===== config.mk =====
export PLATFORM = sky130hd
export DESIGN_NAME = chan_readout_packer_flat
export DESIGN_NICKNAME = d
export VERILOG_FILES = /design/src/rtl/chan_readout_packer_if.sv /design/src/rtl/chan_readout_packer.sv /design/src/flat_wrapper.sv
export SDC_FILE = /design/constraint.sdc
export NUM_CORES = 1
export LEC_CHECK = 0
export BUFFER_PORTS_ARGS = -buffer_cell sky130_fd_sc_hd__buf_2
export CORE_ASPECT_RATIO = 1.25
export CORE_UTILIZATION = 40
export CTS_CLUSTER_SIZE = 24
export DETAILED_ROUTE_END_ITERATION = 16
export PLACE_DENSITY = 0.64
export SKIP_CTS_REPAIR_TIMING = 1
export SLEW_MARGIN = 0
export SYNTH_ARGS = -nofsm -noshare
export SYNTH_HDL_FRONTEND = slang
export SYNTH_SLANG_ARGS = --single-unit

===== constraint.sdc =====
create_clock -name iclk -period 2.8 [get_ports iclk]
set_clock_uncertainty 0.2 [all_clocks]
set_input_delay 0.42 -clock iclk [delete_from_list [all_inputs] [get_ports iclk]]
set_output_delay 0.42 -clock iclk [all_outputs]
set_load 0.1 [all_outputs]

===== src/rtl/chan_readout_packer_if.sv =====
// Byte-stream and register-read bus of the channel readout packer.
// The master side is the SPI peripheral / burst consumer, the slave side is the packer.
interface chan_readout_packer_if #(
    parameter int AW = 8
);
    logic [7:0]    out_byte;
    logic          out_valid;
    logic          out_ready;
    logic          out_last;
    logic [AW-1:0] rd_addr;
    logic          rd_en;
    logic [7:0]    rd_data;
    logic          rd_hit;

    modport master (
        input  out_byte, out_valid, out_last, rd_data, rd_hit,
        output out_ready, rd_addr, rd_en
    );

    modport slave (
        output out_byte, out_valid, out_last, rd_data, rd_hit,
        input  out_ready, rd_addr, rd_en
    );
endinterface


===== src/rtl/chan_readout_packer.sv =====
// Freezes a snapshot of NCH analog-register channels and serves it as a byte image,
// both by addressed register read and as a valid/ready burst.
//
//   state  | meaning
//   IDLE   | no burst; capture refreshes the snapshot, stream_start opens a burst
//   STREAM | presenting image[idx]; snapshot frozen, capture only flags overrun
module chan_readout_packer #(
    parameter int NCH       = 8,
    parameter int DW        = 50,
    parameter int BASE_ADDR = 4,
    parameter int AW        = 8
) (
    input  logic                    iclk,
    input  logic                    rstn,
    input  logic [NCH*DW-1:0]       ch_data,
    input  logic                    capture,
    input  logic                    stream_start,
    input  logic                    clr_overrun,
    output logic                    snap_valid,
    output logic                    busy,
    output logic                    overrun,
    chan_readout_packer_if.slave    bus
);
    localparam int BPC    = (DW + 7) / 8;
    localparam int NBYTES = NCH * BPC;
    localparam int IW     = (NBYTES > 1) ? $clog2(NBYTES) : 1;
    localparam logic [IW-1:0] LAST_IDX = IW'(NBYTES - 1);
    localparam logic [AW:0]   ADDR_LO  = (AW + 1)'(BASE_ADDR);
    localparam logic [AW:0]   ADDR_HI  = (AW + 1)'(BASE_ADDR + NBYTES);

    typedef enum logic {IDLE, STREAM} state_t;

    state_t              state, state_nx;
    logic [IW-1:0]       idx, idx_nx;
    logic                do_cap, ovr_set;
    logic [NCH*DW-1:0]   snap;
    logic [NBYTES*8-1:0] padded;
    logic [7:0]          image [NBYTES];
    logic [AW:0]         rd_ext, rd_off;
    logic                rd_in;
    logic [7:0]          rd_byte;

    // Each channel is zero-padded up to a whole number of bytes, LSB first.
    always_comb begin
        padded = '0;
        for (int c = 0; c < NCH; c++) begin
            padded[c*BPC*8 +: DW] = snap[c*DW +: DW];
        end
    end

    always_comb begin
        for (int k = 0; k < NBYTES; k++) begin
            image[k] = padded[k*8 +: 8];
        end
    end

    always_ff @(posedge iclk or negedge rstn) begin
        if (!rstn) begin
            state <= IDLE;
            idx   <= '0;
        end else begin
            state <= state_nx;
            idx   <= idx_nx;
        end
    end

    always_comb begin
        state_nx = state;
        idx_nx   = idx;
        do_cap   = 1'b0;
        ovr_set  = 1'b0;
        case (state)
            IDLE: begin
                if (capture) begin
                    do_cap = 1'b1;
                end else if (stream_start && snap_valid) begin
                    state_nx = STREAM;
                    idx_nx   = '0;
                end
            end
            STREAM: begin
                ovr_set = capture;
                if (bus.out_ready) begin
                    if (idx == LAST_IDX) begin
                        state_nx = IDLE;
                        idx_nx   = '0;
                    end else begin
                        idx_nx = idx + 1'b1;
                    end
                end
            end
            default: begin
                state_nx = IDLE;
                idx_nx   = '0;
            end
        endcase
    end

    assign busy          = (state == STREAM);
    assign bus.out_valid = busy;
    assign bus.out_byte  = busy ? image[idx] : 8'h00;
    assign bus.out_last  = busy && (idx == LAST_IDX);

    // One extra address bit keeps BASE_ADDR+NBYTES from wrapping at the top of the map.
    assign rd_ext = {1'b0, bus.rd_addr};
    assign rd_in  = (rd_ext >= ADDR_LO) && (rd_ext < ADDR_HI);
    assign rd_off = rd_ext - ADDR_LO;

    always_comb begin
        rd_byte = 8'h00;
        for (int k = 0; k < NBYTES; k++) begin
            if (rd_off == (AW + 1)'(k)) begin
                rd_byte = image[k];
            end
        end
    end

    always_ff @(posedge iclk or negedge rstn) begin
        if (!rstn) begin
            snap        <= '0;
            snap_valid  <= 1'b0;
            overrun     <= 1'b0;
            bus.rd_data <= 8'h00;
            bus.rd_hit  <= 1'b0;
        end else begin
            if (do_cap) begin
                snap       <= ch_data;
                snap_valid <= 1'b1;
            end
            if (ovr_set) begin
                overrun <= 1'b1;
            end else if (clr_overrun) begin
                overrun <= 1'b0;
            end
            if (bus.rd_en) begin
                bus.rd_data <= rd_in ? rd_byte : 8'h00;
                bus.rd_hit  <= rd_in;
            end
        end
    end
endmodule

===== src/flat_wrapper.sv =====
// flat-port wrapper written by rule: the top's interface ports become plain ports
module chan_readout_packer_flat 
#(
    parameter int NCH       = 8,
    parameter int DW        = 50,
    parameter int BASE_ADDR = 4,
    parameter int AW        = 8
)
  (iclk, rstn, ch_data, capture, stream_start, clr_overrun, snap_valid, busy, overrun, bus_out_byte, bus_out_valid, bus_out_last, bus_rd_data, bus_rd_hit, bus_out_ready, bus_rd_addr, bus_rd_en);
  chan_readout_packer_if #(.AW(AW)) bus_i ();
  input  logic iclk;
  input  logic rstn;
  input  logic [NCH*DW-1:0] ch_data;
  input  logic capture;
  input  logic stream_start;
  input  logic clr_overrun;
  output logic snap_valid;
  output logic busy;
  output logic overrun;
  output wire logic [$bits(bus_i.out_byte)-1:0] bus_out_byte;
  output wire logic [$bits(bus_i.out_valid)-1:0] bus_out_valid;
  output wire logic [$bits(bus_i.out_last)-1:0] bus_out_last;
  output wire logic [$bits(bus_i.rd_data)-1:0] bus_rd_data;
  output wire logic [$bits(bus_i.rd_hit)-1:0] bus_rd_hit;
  input wire logic [$bits(bus_i.out_ready)-1:0] bus_out_ready;
  input wire logic [$bits(bus_i.rd_addr)-1:0] bus_rd_addr;
  input wire logic [$bits(bus_i.rd_en)-1:0] bus_rd_en;
  assign bus_out_byte = bus_i.out_byte;
  assign bus_out_valid = bus_i.out_valid;
  assign bus_out_last = bus_i.out_last;
  assign bus_rd_data = bus_i.rd_data;
  assign bus_rd_hit = bus_i.rd_hit;
  assign bus_i.out_ready = bus_out_ready;
  assign bus_i.rd_addr = bus_rd_addr;
  assign bus_i.rd_en = bus_rd_en;
  chan_readout_packer #(.NCH(NCH), .DW(DW), .BASE_ADDR(BASE_ADDR), .AW(AW)) u_core (.iclk(iclk), .rstn(rstn), .ch_data(ch_data), .capture(capture), .stream_start(stream_start), .clr_overrun(clr_overrun), .snap_valid(snap_valid), .busy(busy), .overrun(overrun), .bus(bus_i));
endmodule

==> impl_results.md <==
* DRC violations left at 0
* GR Util met1 at around half
* Setup TNS at -9.38 ns
* Post-synthesis async set-or-reset flop share at 100%
* Top-area cell type share of the netlist area at a little over two fifths
* Worst slew pin tran at 0.813 ns
* Die area at 61000 um2
* Crit path kind: flip-flop to primary output
* DP HPWL at approximately 96 mm
* IO buf count at 436
* Drt wl/cell at 30.0 um
* Hold Slack at 0.0524 ns
* Setup violations, final at 10
* Root Driver: clkbuf_16
* Vias at 25900
* Failing checks: setup timing
* Std cell rows at 100
* Layout Cells excl Fill at around 4300
* Drt total wl at 129 mm
* Number of synthesized flops with an enable pin at 0
* Hold WC Path Type: input port to flip-flop
* Drt pass-1 iters at 6
* CP Capture Type: primary output
* Outcome: finished, violations left
* Count leader, synth: mux2_2
* TritonCTS Buffers at 46
* Top area cells in the synthesized netlist: dfrtp_1 (44%), mux2_2 (20%), mux4_2 (8.0%), o21ai_0 (2.5%), mux2i_1 (2.3%)
* Slew Viols, Final at 0
* Primary FF master, synth: dfrtp_1
* Max IR drop VDD at between 700 and 800 uV
* Critical Path Most Common Cell: mux4_2
* Post-Syn Area at 24000 um2
* RSZ-0062 raised after global routing: true
* IO Count at 437
* Period utilization at 143%
* Largest area contributor in the netlist: dfrtp_1
* Flops & latches, synth at 418
* Tot Pwr at 38800 uW
* Slew margin rel. at 45.8%
* Clock insertion delay at the later pin of the skew report at 0.60 ns
* Distinct cells, synth at 89
* Crit path cell chain: buf_12, mux4_2, mux4_2, mux4_2, and2_4, buf_12
* Dpl cells at 3795
* Post-synthesis average cell area at ~12 um2
* Synth cell count leaders: mux2_2 (429), dfrtp_1 (418), nand2_1 (130), o21ai_0 (118), nor2_1 (112)
* Die X-Extent at 221 um
* Synth Net Count at 2496
* Max Cap Viol at 0
* H-tree levels at 2
* Final Hold Fails at 0
* Sink Count at 418
* Via/cell ratio at 6.03
* Worst Path Max Fanout at 8
* Clk buf depth at 3
* Crit path max-delay cell type: mux4_2
* Layout cells sized above 1 at 51.6%
* Drt first-iter violations at 2698
* First-pass GRT wire length at 168 mm
* Syn Inst Count at 2080
* Fmax at 0.250 GHz
* Ys Warns at 0
* Core area at approximately 59000 um2
* Sequential area share after synthesis at 43.6%
* Clock transition at the registers of the reported paths at 0.07 ns
* WP data arrival at ~3.4 ns
* Final ANT Viol Nets at 0
* Power per Cell Area at 1010 nW/um2
* Finished Core Util at ~65%
* GPL Wtd Cong at roughly 1.1
* Tmin final at roughly 4.0 ns
* Die outline height at 276 um
* Worst path required time at 2.18 ns
* Vias in the first global route at 24000
* Largest net degree at the start of global routing at 89
* Setup ws final at -1.21 ns
* Grt ovf at 0
* Initial cell density of the core at 40.4%
* Grt met3 use at 6.06%
* Area growth syn-to-layout at 60.0%
* CTS tree: built
* Leak at about 0.017 uW
* NumNets Final at 3913
* Delay of the slowest cell on the worst path at 0.62 ns
* GRT Overall Usage at between 30% and 40%
* Startpoint types: flip-flop
* GR Util met2 at 61.9%
* Busiest grt layer: met2
* Initial antenna violation count at 9
==> critical path, delay by kind of cell (launching register included) <==
| kind | cells | cell delay [ns] |
|---|---|---|
| multiplexers | 3 | 1.74 |
| flip-flops | 1 | 0.51 |
| buffers and inverters | 2 | 0.34 |
| AND/OR/NAND/NOR | 1 | 0.19 |
==> power breakdown <==
part | switching, uW | total [uW] | leakage [uW] | internal, uW
sequential | 2840 | 11900 | 0.00489 | 9060
combinational | 9910 | 20200 | 0.0111 | 10300
clock | 2770 | 6690 | 0.000802 | 3920
==> stage by stage <==
| step | setup WS (ns) | area [um2] |
|---|---|---|
| finish | -1.21 | 38400 |
| global route | -1.23 | 38400 |
| CTS | -1.54 | 33800 |
| detailed placement | -1.05 | 32200 |
| global placement | -1.23 | 32200 |
| floorplan | -0.262 | 24300 |
==> path summary, 6_finish.rpt <==
check                      cells after the start         startpoint                     to  slack (ns)
max                                            6      u_core.idx[0]        bus_out_byte[0]       -1.21
min                                            4       stream_start   u_core.bus.out_valid        0.05
max reg2reg                                   11   u_core.snap[139]  u_core.bus.rd_data[7]       -0.05
min reg2reg                                    1  u_core.snap_valid      u_core.snap_valid        0.31
max in group asynchronous                      3               rstn       u_core.snap[174]        1.30
min in group asynchronous                      2               rstn       u_core.snap[388]        0.16
==> flip-flops by register name (all words and copies together) (netlist names) <==
signal / cells
u_core.snap: 400
u_core.idx: 6
u_core.snap_valid: 1
u_core.overrun: 1
u_core.bus.rd_data: 8
u_core.bus.out_valid: 1
u_core.bus.rd_hit: 1
==> routing by layer <==
metal / vias to the layer above / wire length (um)
li1: 10800 / -
met1: 13100 / 50600
met2: 1622 / 60900
met3: 413 / 11000
met4: 10 / 6680
met5: - / 62
==> cell type report <==
class                      count  area, um2
antenna                        4       10.0
clock buffer                  64       1340
clock inverter                19        277
fill                        4509      21000
inverter                      19       73.8
multi-input combinational   1476      13200
sequential                   418      10500
tap                          765        957
timing repair buffer        1536      12100
==> cell families after synthesis <==
group / after synthesis / synth area share, %
buffers and inverters: 186 / 3.46
AND/OR/NAND/NOR: 406 / 8.30
flip-flops: 418 / 43.6
multiplexers: 569 / 30.5
AO/OA/AOI/OAI: 500 / 14.2
adder cells (fa/ha/maj): 1 / 0.0521
==> placed cells by master, fill, tap and decap left out, types with 12 or more instances in the layout <==
cell type / netlist / routed
nand3_1: 28 / 27
buf_12: 0 / 40
nor2_1: 112 / 105
a221oi_1: 27 / 23
a211oi_1: 22 / 14
o22ai_1: 30 / 30
clkbuf_16: 0 / 49
mux2_2: 429 / 428
o211ai_1: 15 / 15
a21oi_1: 97 / 87
o21ai_1: 2 / 13
o221ai_1: 14 / 13
inv_1: 18 / 17
dfrtp_1: 418 / 413
o21ai_0: 118 / 101
a31oi_1: 19 / 18
a22o_1: 15 / 15
buf_2: 52 / 422
dlygate4sd3_1: 0 / 406
a22oi_1: 31 / 28
buf_4: 6 / 656
mux2i_1: 54 / 53
nand2b_1: 18 / 14
mux4_2: 85 / 85
nand4_1: 12 / 12
nor3_1: 29 / 27
nand2_1: 130 / 129
No activity file was read; power rests on OpenSTA's default activity.
